<file path="src/rtl/pipe_ctrl.sv">
// Stall/flush sequencer for the five-stage pipeline: data-memory wait timeout FSM,
// taken-branch squash, load-use bubble insertion and a saturating stall-cycle counter.
module pipe_ctrl #(
  parameter int MEM_TIMEOUT = 16
) (
  input  logic        clk,
  input  logic        rst,
  input  logic        id_rs_re,
  input  logic [4:0]  id_rs_addr,
  input  logic        id_rt_re,
  input  logic [4:0]  id_rt_addr,
  input  logic        ex_is_load,
  input  logic        ex_regfile_we,
  input  logic [4:0]  ex_regfile_addr,
  input  logic        ex_branch_taken,
  input  logic        mem_req,
  input  logic        mem_ack,
  output logic [4:0]  stall,
  output logic [4:0]  flush,
  output logic        mem_err,
  output logic [31:0] perf_stall_cnt,
  output logic        o_dbg_state
);

  typedef enum logic {
    ST_RUN      = 1'b0,
    ST_MEM_WAIT = 1'b1
  } state_t;

  localparam logic [7:0] TMO = 8'(MEM_TIMEOUT);

  state_t      r_state;
  logic [7:0]  r_cnt;
  logic [31:0] r_perf;

  logic        w_lu;
  logic        w_timeout;
  logic        w_mw;
  logic [4:0]  w_stall;
  logic [4:0]  w_flush;

  // Handshake: mem_req is held by MEM for the whole access; the access completes
  // in the cycle where mem_req && mem_ack, and dropping mem_req abandons it.
  always_comb begin
    w_lu = ex_is_load && ex_regfile_we && (ex_regfile_addr != 5'd0) &&
           ((id_rs_re && (id_rs_addr == ex_regfile_addr)) ||
            (id_rt_re && (id_rt_addr == ex_regfile_addr)));
    w_timeout = (r_state == ST_MEM_WAIT) && mem_req && !mem_ack && (r_cnt == TMO);
    w_mw      = mem_req && !mem_ack && !w_timeout;
  end

  // Held branch/lu hazards simply stay visible on the inputs until mw clears.
  always_comb begin
    w_stall = 5'b00000;
    w_flush = 5'b00000;
    if (w_mw) begin
      w_stall = 5'b01111;
      w_flush = 5'b10000;
    end else if (ex_branch_taken) begin
      w_flush = 5'b00110;
    end else if (w_lu) begin
      w_stall = 5'b00011;
      w_flush = 5'b00100;
    end
    if (w_timeout) begin
      w_flush[4] = 1'b1;
    end
  end

  always_comb begin
    stall          = rst ? 5'b00000 : w_stall;
    flush          = rst ? 5'b00000 : w_flush;
    mem_err        = rst ? 1'b0 : w_timeout;
    perf_stall_cnt = rst ? 32'd0 : r_perf;
    o_dbg_state    = r_state;
  end

  always_ff @(posedge clk or posedge rst) begin
    if (rst) begin
      r_state <= ST_RUN;
      r_cnt   <= 8'd0;
      r_perf  <= 32'd0;
    end else begin
      if (w_stall[0] && (r_perf != 32'hFFFF_FFFF)) begin
        r_perf <= r_perf + 32'd1;
      end
      case (r_state)
        ST_RUN: begin
          if (mem_req && !mem_ack) begin
            r_state <= ST_MEM_WAIT;
            r_cnt   <= 8'd1;
          end else begin
            r_cnt   <= 8'd0;
          end
        end
        ST_MEM_WAIT: begin
          if (mem_ack || !mem_req || w_timeout) begin
            r_state <= ST_RUN;
            r_cnt   <= 8'd0;
          end else begin
            r_cnt   <= r_cnt + 8'd1;
          end
        end
        default: begin
          r_state <= ST_RUN;
          r_cnt   <= 8'd0;
        end
      endcase
    end
  end

endmodule
</file>
<file path="config.mk">
export PLATFORM = sky130hd
export DESIGN_NAME = pipe_ctrl
export DESIGN_NICKNAME = d
export VERILOG_FILES = /design/src/rtl/pipe_ctrl.sv
export SDC_FILE = /design/constraint.sdc
export NUM_CORES = 1
export LEC_CHECK = 0
export CAP_MARGIN = 5
export CORE_MARGIN = 4
export CORE_UTILIZATION = 40
export CTS_CLUSTER_SIZE = 14
export DETAILED_ROUTE_END_ITERATION = 10
export GPL_TIMING_DRIVEN = 0
export PLACE_DENSITY_LB_ADDON = 0.1
export SLEW_MARGIN = 5
export SYNTH_ARGS = -nofsm -noshare
export SYNTH_HDL_FRONTEND = slang
export SYNTH_SLANG_ARGS = --single-unit
export TNS_END_PERCENT = 10
</file>
<file path="constraint.sdc">
create_clock -name clk -period 5.4 [get_ports clk]
set_input_delay 0.54 -clock clk [delete_from_list [all_inputs] [get_ports clk]]
set_output_delay 0.54 -clock clk [all_outputs]
set_load 0.02 [all_outputs]
</file>
Yosys cells after proc, flatten, opt, wreduce, memory -nomap -nowiden
Cells that the tools add are included.
Cells by class
  add/subtract/negate cells: 2
  mux-type cells: 17
  bitwise operators: 1
  reduce and logical (&&, ||, !) cells: 18
  equal/unequal tests: 4
Operator list (count)
  $add 32x1->32 const B: 1
  $mux 32: 1
  $ne 32x32->1 const B: 1
  $pmux 8 s2: 1
  $mux 5: 3
  $logic_and 1x1->1: 11
  $eq 5x5->1: 2
  $add 8x1->8 const B: 1
  $eq 8x5->1 const B: 1
  $mux 8: 1
  $mux 3: 2
  $mux 1: 5
  $reduce_bool 5->1: 1
  $mux 2: 2
  $mux 4: 1
  $logic_not 1->1: 3
  $logic_or 1x1->1: 3
  $pmux 1 s2: 1
  $not 1->1: 1
Storage, ports and cells
  register bits: 41
  logic and storage cells: 45
  output and inout port bits: 44

Depth between registers and ports, before layout
Gate-level depths: netlist of the first run.
  depth in word-level cells: 9
  mapped depth: 9
  gate-level depth less buffers: 8

Worst setup path after synthesis of the first run
Ideal clock, no wire load.
  path kind: input-to-output
  from: input rst
  to: output flush[1]
  cell stages on the path: 3
  path slack: 2.829 ns
  buffers on the path: 1
  required time: 4.860 ns
  arrival: 2.031 ns
  cell sequence: clkbuf_1 -> inv_1 -> and3_1
Between the ends
  word-level cells in the longest chain between the ends: 1
RTL lines
  start: declaration: line 7  | input logic rst,
  $mux 5: line 72  | flush = rst ? 5'b00000 : w_flush;
  end: declaration: line 19  | output logic [4:0] flush,
Every way passes these cells.

Worst setup path after layout of the first run
  from: input ex_regfile_addr[1]
  to: output stall[1]
Between the ends
  word-level cells in the longest chain between the ends: 8
RTL lines
  start: declaration: line 14  | input logic [4:0] ex_regfile_addr,
  $eq 5x5->1 (on tied branches): line 46, 47
  $logic_and 1x1->1 (on tied branches): line 46, 47
  $logic_or 1x1->1: line 46  | ((id_rs_re && (id_rs_addr == ex_regfile_addr)) ||
  $logic_and 1x1->1 (*): line 45  | w_lu = ex_is_load && ex_regfile_we && (ex_regfile_addr != 5'd0) &&
  $mux 2 (*): line 61  | end else if (w_lu) begin
  $mux 2 (*): line 59  | end else if (ex_branch_taken) begin
  $mux 4 (*): line 56  | if (w_mw) begin
  $mux 5 (*): line 71  | stall = rst ? 5'b00000 : w_stall;
  end: declaration: line 18  | output logic [4:0] stall,
Mark *: on every way between the ends. The rest lies on a longest branch, timed or not.

==> results of run 1 <==
metrics by stage:
step           worst slack, ps  utilization  std cells
2_1_floorplan             2830            -        262
3_3_place_gp              1850        0.537        400
3_5_place_dp              2060        0.541        401
4_1_cts                   2050        0.560        409
5_1_grt                   1920        0.560        409
6_report                  2080        0.560        409
power by group through the flow:
stage	logic, mW	registers [mW]	clock network [mW]
global placement	0.135	0.354	0
detailed placement	0.137	0.354	0
global route	0.153	0.352	0.277
finish	0.136	0.348	0.257
CTS	0.138	0.348	0.263
floorplan	0.0807	0.347	0
synth_stat cells (3+ instances only):
master,count,area (µm²)
sky130_fd_sc_hd__xnor2_1,16,140
sky130_fd_sc_hd__nor2_1,25,93.8
sky130_fd_sc_hd__buf_4,5,37.5
sky130_fd_sc_hd__xor2_1,31,272
sky130_fd_sc_hd__buf_6,3,33.8
sky130_fd_sc_hd__nand3_1,16,80.1
sky130_fd_sc_hd__and3_1,7,43.8
sky130_fd_sc_hd__nor4_1,11,68.8
sky130_fd_sc_hd__and4_1,3,26.3
sky130_fd_sc_hd__nor3_1,13,65.1
sky130_fd_sc_hd__nand4_1,8,50.1
sky130_fd_sc_hd__dfrtp_1,41,1030
sky130_fd_sc_hd__ha_1,3,37.5
sky130_fd_sc_hd__clkbuf_1,4,15.0
sky130_fd_sc_hd__nand2_1,13,48.8
sky130_fd_sc_hd__nor2b_1,29,181
sky130_fd_sc_hd__inv_1,9,33.8
cell families after synthesis:
| family | share of synthesized area |
|---|---|
| simple gates | 0.312 |
| mux | 0.00460 |
| xor+xnor | 0.168 |
| buf+inv | 0.0526 |
| fa+ha+maj | 0.0153 |
| other cells | 0.00153 |
| flops | 0.419 |
| compound gates | 0.0271 |
layer usage:
| metal | up-vias | share of wire | track usage |
|---|---|---|---|
| met3 | 5 | 0.065 | 0.0494 |
| met2 | 54 | 0.46 | 0.251 |
| met1 | 944 | 0.46 | 0.203 |
| li1 | 1019 | - | - |
| met5 | - | 0 | 0 |
| met4 | 0 | 0.014 | 0.0467 |
final timing paths:
| path | cells after the start | endpoint | from |
|---|---|---|---|
| min in group clk | 1 | r_perf[22]$_DFFE_PP0P_ | r_perf[22]$_DFFE_PP0P_ |
| max | 7 | stall[1] | ex_regfile_addr[1] |
| max reg2reg | 6 | r_perf[1]$_DFFE_PP0P_ | r_perf[2]$_DFFE_PP0P_ |
| max in group asynchronous | 3 | r_perf[28]$_DFFE_PP0P_ | rst |
| min | 2 | r_cnt[6]$_DFF_PP0_ | rst |
| min reg2reg | 1 | r_perf[22]$_DFFE_PP0P_ | r_perf[22]$_DFFE_PP0P_ |
state kept, by name, indices dropped and copies added, names as in the netlist:
register     count
r_cnt            8
r_perf          32
o_dbg_state      1
cell type report:
cell class | count | area (µm²) | area share
buffer | 14 | 95.1 | 0.0287
clock buffer | 7 | 86.3 | 0.0260
clock inverter | 1 | 30.0 | 0.00905
inverter | 9 | 33.8 | 0.0102
multi-input combinational | 198 | 1300 | 0.392
sequential | 41 | 1030 | 0.309
tap | 75 | 93.8 | 0.0283
timing repair buffer | 64 | 651 | 0.196
==> flow_summary_export.csv, run 1 <==
group,metric,value,unit
global_routing,grt_overflow,0,
drt,route.vias.total,2022,
sta,setup_violations,0,
power,clockPowerShare,0.347,
synthesis,ys_dominant_reg_cell,"sky130_fd_sc_hd__dfrtp_1",
drt,drtIter0Drc,84,
floorplan,die_area,7440,µm²
power,p_leak,1.49,nW
floorplan,die_w,86.2,µm
power,vdd.ir_drop.worst,0.000111,V
clock_tree,tritoncts,"yes",
synthesis,synth-warning-count,0,
synthesis,synth-seq-cells,41,
place,buffer_ports.inserted,63,
global_routing,maximum_number_of_pins_on_one_net_before_global_route_repair,28,
drt,route.detailed.drc,0,
drt,totalWireLength,5380,µm
global_routing,antenna_found_initial,0,
power,total_switching_power,198,µW
drt,vias_per_inst,4.94,
clock_tree,cts_hold_buffers,0,
clock_tree,cts.sinks,41,
clock_tree,cts_root_buffer_type,"sky130_fd_sc_hd__clkbuf_8",
critical_path,path_class,"in2out",
synthesis,synth_edf_count,0,
finish,flow.area_growth_from_synthesis,35.5,%
clock_tree,clockBufferDepth,2,
finish,layout.cell_area.non_filler,3320,µm²
place,place_congestion,0.777,
drt,detailedRoute.firstPassIterationCount,4,
sta,final-max-slew-violation-count,0,
sta,fin_tns_setup,0,ps
critical_path,worst_ep_arrival_time,2780,ps
global_routing,grt_usage,0.156,
critical_path,worst_path_max_delay_cell,"sky130_fd_sc_hd__or4_1",
global_routing,first_global_vias,1970,
critical_path,required,4860,ps
critical_path,critPathLaunchType,"primary input",
clock_tree,worstSkewPairLatency,300,ps
clock_tree,clk_transition_reported_paths,80,ps
sta,relSlewSlack,0.606,
power,power.combinational.fraction,0.183,
finish,finalNetCount,360,
status,run_status,"finished, final reports clean",
finish,antenna-diode-count,0,
synthesis,synth_cell_type_count,39,
critical_path,worst_path_dominant_cell_family,"buffers and inverters",
sta,period_share,0.614,
power,powerDensity,223,nW/µm²
synthesis,synthesis.instances,260,
clock_tree,post_cts.repair.setup_buffers,0,
floorplan,die_height,86.2,µm
critical_path,worst_path_largest_cell_delay,550,ps
critical_path,rrSetupSlack,3010,ps
power,fin_total_pwr,741,µW
critical_path,critical_path.max_fanout,3,
place,hpwlAfterDp,4160,µm
flow_run,maxCapViolations,0,
sta,worst_hold_slack_after_final_layout,407,ps
finish,final_common_cell,"sky130_fd_sc_hd__clkdlybuf4s50_1",
sta,finalHoldViolations,0,
synthesis,post_synth_instance_area,2450,µm²
clock_tree,cts-resized-gates,0,
sta,max_clock_freq,302,MHz
floorplan,initial_core_util,0.414,
synthesis,postSynth.asyncResetShare,1.00,
floorplan,row_count,28,
critical_path,critical_path.most_common_cell,"sky130_fd_sc_hd__clkdlybuf4s50_1",
critical_path,critical_path.n_buffers_inverters,3,
clock_tree,cts-buffers-inserted,5,
power,seq_power_share,0.470,
sta,worst_pin_slew,591,ps
finish,drive_gt1_frac,0.0689,
floorplan,boundaryPins,68,
synthesis,synth.yosys.seq_area_share,0.419,
drt,antenna_left,0,
finish,layout.filler_cells,550,
place,placed_standard_cell_area,3200,µm²
floorplan,core-area,5920,µm²
clock_tree,cts_max_level,2,
critical_path,setup.worst_path.end_class,"primary output",
worst_hold_path,hold_path_class,"in2async",
sta,setup_repair_after_global_routing_missed_its_margin,"no",
sta,post_route_clock_skew,10.5,ps
sta,fin_crit,3320,ps
power,switching_share,0.267,
global_routing,global_route_wire_length_before_repair,9300,µm
drt,final_routed_wire_length_divided_by_cell_count,13.2,µm
critical_path,timing.critical_path.cells,"clkdlybuf4s50_1, or4_1, o211ai_1, o31a_1, nor2_1, buf_4, clkdlybuf4s50_1",
finish,mostFrequentLayoutCells,"63 x sky130_fd_sc_hd__clkdlybuf4s50_1, 41 x sky130_fd_sc_hd__dfrtp_1, 31 x sky130_fd_sc_hd__xor2_1, 29 x sky130_fd_sc_hd__nor2b_1, 25 x sky130_fd_sc_hd__nor2_1",
synthesis,post_synth.cell_area_avg,9.42,µm²
power,power_report.internal_total,543,µW
Note: power is estimated with default switching activity, not from simulation.
==> run 2: changes to the inputs <==
clock period = 2.8 ns   (was 5.4 ns; I/O delays follow)
==> run 2 against run 1 <==
Effect of this change:
- clock skew fell by 2.4 ps
- non-clock buffer count unchanged
- critical path depth is the same
- clock power grew 92%
- die area unchanged
==> flow_summary_export.csv, run 2 (synthesis gave the netlist of run 1 again) <==
group,metric,value,unit
place,dp.cells,401,
clock_tree,cts_root_buffer_type,"sky130_fd_sc_hd__clkbuf_8",
finish,finalNetCount,360,
power,clockPowerShare,0.346,
finish,layout.filler_cells,551,
sta,period_share,0.919,
critical_path,setup.worst_path.end_class,"primary output",
sta,finalHoldViolations,0,
power,p_leak,1.53,nW
floorplan,die_w,86.2,µm
power,vdd.ir_drop.worst,0.000214,V
sta,max_clock_freq,388,MHz
sta,relSlewSlack,0.616,
floorplan,boundaryPins,68,
global_routing,grt_usage,0.156,
finish,multi_input_comb_area,1300,µm²
flow_run,maxCapViolations,0,
sta,post_route_clock_skew,8.15,ps
drt,drtIter0Drc,70,
finish,number_of_flip_flops_in_the_largest_register,32,
sta,worst_hold_slack_after_final_layout,151,ps
drt,antenna_left,0,
drt,route.detailed.drc,0,
status,run_status,"finished, final reports clean",
clock_tree,worstSkewPairLatency,300,ps
power,switching_share,0.266,
critical_path,critPathLaunchType,"primary input",
critical_path,worst_path_dominant_cell_family,"buffers and inverters",
worst_hold_path,hold_path_class,"in2async",
critical_path,timing.critical_path.cells,"clkdlybuf4s50_1, or4_1, o211ai_1, o31a_1, nor2_1, buf_4, dlygate4sd2_1",
clock_tree,cts.sinks,41,
power,fin_total_pwr,1.43,mW
power,power_report.internal_total,1.05,mW
drt,route.vias.total,2019,
global_routing,first_global_vias,1970,
global_routing,global_route_wire_length_before_repair,9300,µm
place,hpwlAfterDp,4160,µm
critical_path,reg2reg_depth,6,
floorplan,initial_core_util,0.414,
floorplan,die_area,7440,µm²
critical_path,worst_ep_arrival_time,2290,ps
floorplan,row_count,28,
finish,final_common_cell,"sky130_fd_sc_hd__clkdlybuf4s50_1",
floorplan,die_height,86.2,µm
critical_path,rrSetupSlack,410,ps
clock_tree,cts_hold_buffers,0,
clock_tree,clockBufferDepth,2,
power,power.combinational.fraction,0.183,
clock_tree,tritoncts,"yes",
place,dp_slack,-21.3,ps
critical_path,critical_path.n_buffers_inverters,3,
finish,fin_cells,409,
drt,totalWireLength,5380,µm
clock_tree,cts_max_level,2,
sta,worst_pin_slew,577,ps
power,seq_power_share,0.471,
finish,sequential_cell_area,1030,µm²
sta,setup_repair_after_global_routing_missed_its_margin,"no",
sta,setup_violations,0,
drt,detailedRoute.firstPassIterationCount,4,
finish,flow.area_growth_from_synthesis,35.6,%
finish,mostFrequentLayoutCells,"60 x sky130_fd_sc_hd__clkdlybuf4s50_1, 41 x sky130_fd_sc_hd__dfrtp_1, 31 x sky130_fd_sc_hd__xor2_1, 29 x sky130_fd_sc_hd__nor2b_1, 25 x sky130_fd_sc_hd__nor2_1",
critical_path,startpoint_of_the_worst_slack_reg_to_reg_timing_path,"r_perf[2]$_DFFE_PP0P_",
sta,final_critical_path_setup_slack,226,ps
critical_path,worst_path_largest_cell_delay,550,ps
place,buffer_ports.inserted,63,
global_routing,maximum_number_of_pins_on_one_net_before_global_route_repair,28,
place,place_congestion,0.777,
critical_path,timing.critical_path.from,"ex_regfile_addr[1]",
critical_path,crit-reg2reg-capture,"r_perf[1]$_DFFE_PP0P_",
drt,final_routed_wire_length_divided_by_cell_count,13.1,µm
critical_path,critical_path.max_fanout,3,
global_routing,grt_overflow,0,
critical_path,required,2520,ps
sta,fin_crit,2570,ps
power,powerDensity,429,nW/µm²
finish,registers.top_by_ff_count,"r_perf",
power,total_switching_power,379,µW
global_routing,antenna_found_initial,0,
sta,final-max-slew-violation-count,0,
critical_path,worst_path_max_delay_cell,"sky130_fd_sc_hd__or4_1",
critical_path,path_class,"in2out",
finish,fin_util,0.561,
drt,vias_per_inst,4.94,
floorplan,core-area,5920,µm²
clock_tree,post_cts.repair.setup_buffers,0,
finish,drive_gt1_frac,0.0689,
clock_tree,clk_transition_reported_paths,80,ps
clock_tree,cts-buffers-inserted,5,
finish,antenna-diode-count,0,
-- run 2: cell types whose count changed in the layout (fill, tap and decap cells not counted), sizes merged --
cell and delta:
clkdlybuf4s50 -3, dlymetal6s2s +2, dlygate4sd2 +1
-- run 2: routing by layer --
metal  routed length (µm)  track usage  vias to the layer above
li1                     -            -                     1020
met1                 2440        0.203                      942
met2                 2510        0.251                       52
met3                  348       0.0494                        5
met4                   79       0.0467                        0
met5                    0            0                        -
-- run 2: cell type report --
cell class	count	share of cell area
clock inverter	1	0.00904
clock buffer	7	0.0260
timing repair buffer	64	0.197
buffer	14	0.0286
inverter	9	0.0102
sequential	41	0.309
tap	75	0.0283
multi-input combinational	198	0.392
-- run 2: timing repair --
item / CTS / global route
gates resized for setup: 1 / 2
pin swaps: 0 / 0
setup endpoints to repair: 1 / 2
-- run 2: metrics by stage --
stage | setup TNS, ps | instance area, µm²
6_report | 0 | 3320
2_1_floorplan | 0 | 2460
5_1_grt | 0 | 3320
3_5_place_dp | -21.3 | 3200
3_3_place_gp | -245 | 3180
4_1_cts | 0 | 3320
-- run 2: worst max path at each step --
stage / to / slack [ps] / cells past startpoint
2_1_floorplan: r_perf[1]$_DFFE_PP0P_ / 610 / 6
3_3_place_gp: flush[1] / -230 / 4
3_5_place_dp: stall[1] / -20 / 7
4_1_cts: stall[0] / 70 / 7
5_1_grt: stall[1] / 80 / 7
6_report: stall[1] / 230 / 7
-- run 2: power by group through the flow --
| stage | registers, mW | logic [mW] | clock network (mW) |
|---|---|---|---|
| after floorplan | 0.670 | 0.156 | 0 |
| after global placement | 0.682 | 0.260 | 0 |
| after detailed placement | 0.684 | 0.265 | 0 |
| after CTS | 0.672 | 0.266 | 0.507 |
| after global routing | 0.679 | 0.295 | 0.534 |
| final | 0.672 | 0.260 | 0.493 |
-- run 2: worst reg2reg max path: cells and delay by family, from the launching register on --
kind,cells,cell delay [ps]
DFF,1,440
and+or+nand+nor,3,1060
AOI/OAI and AO/OA,1,270
muxes,1,320
buffers and inverters,1,190
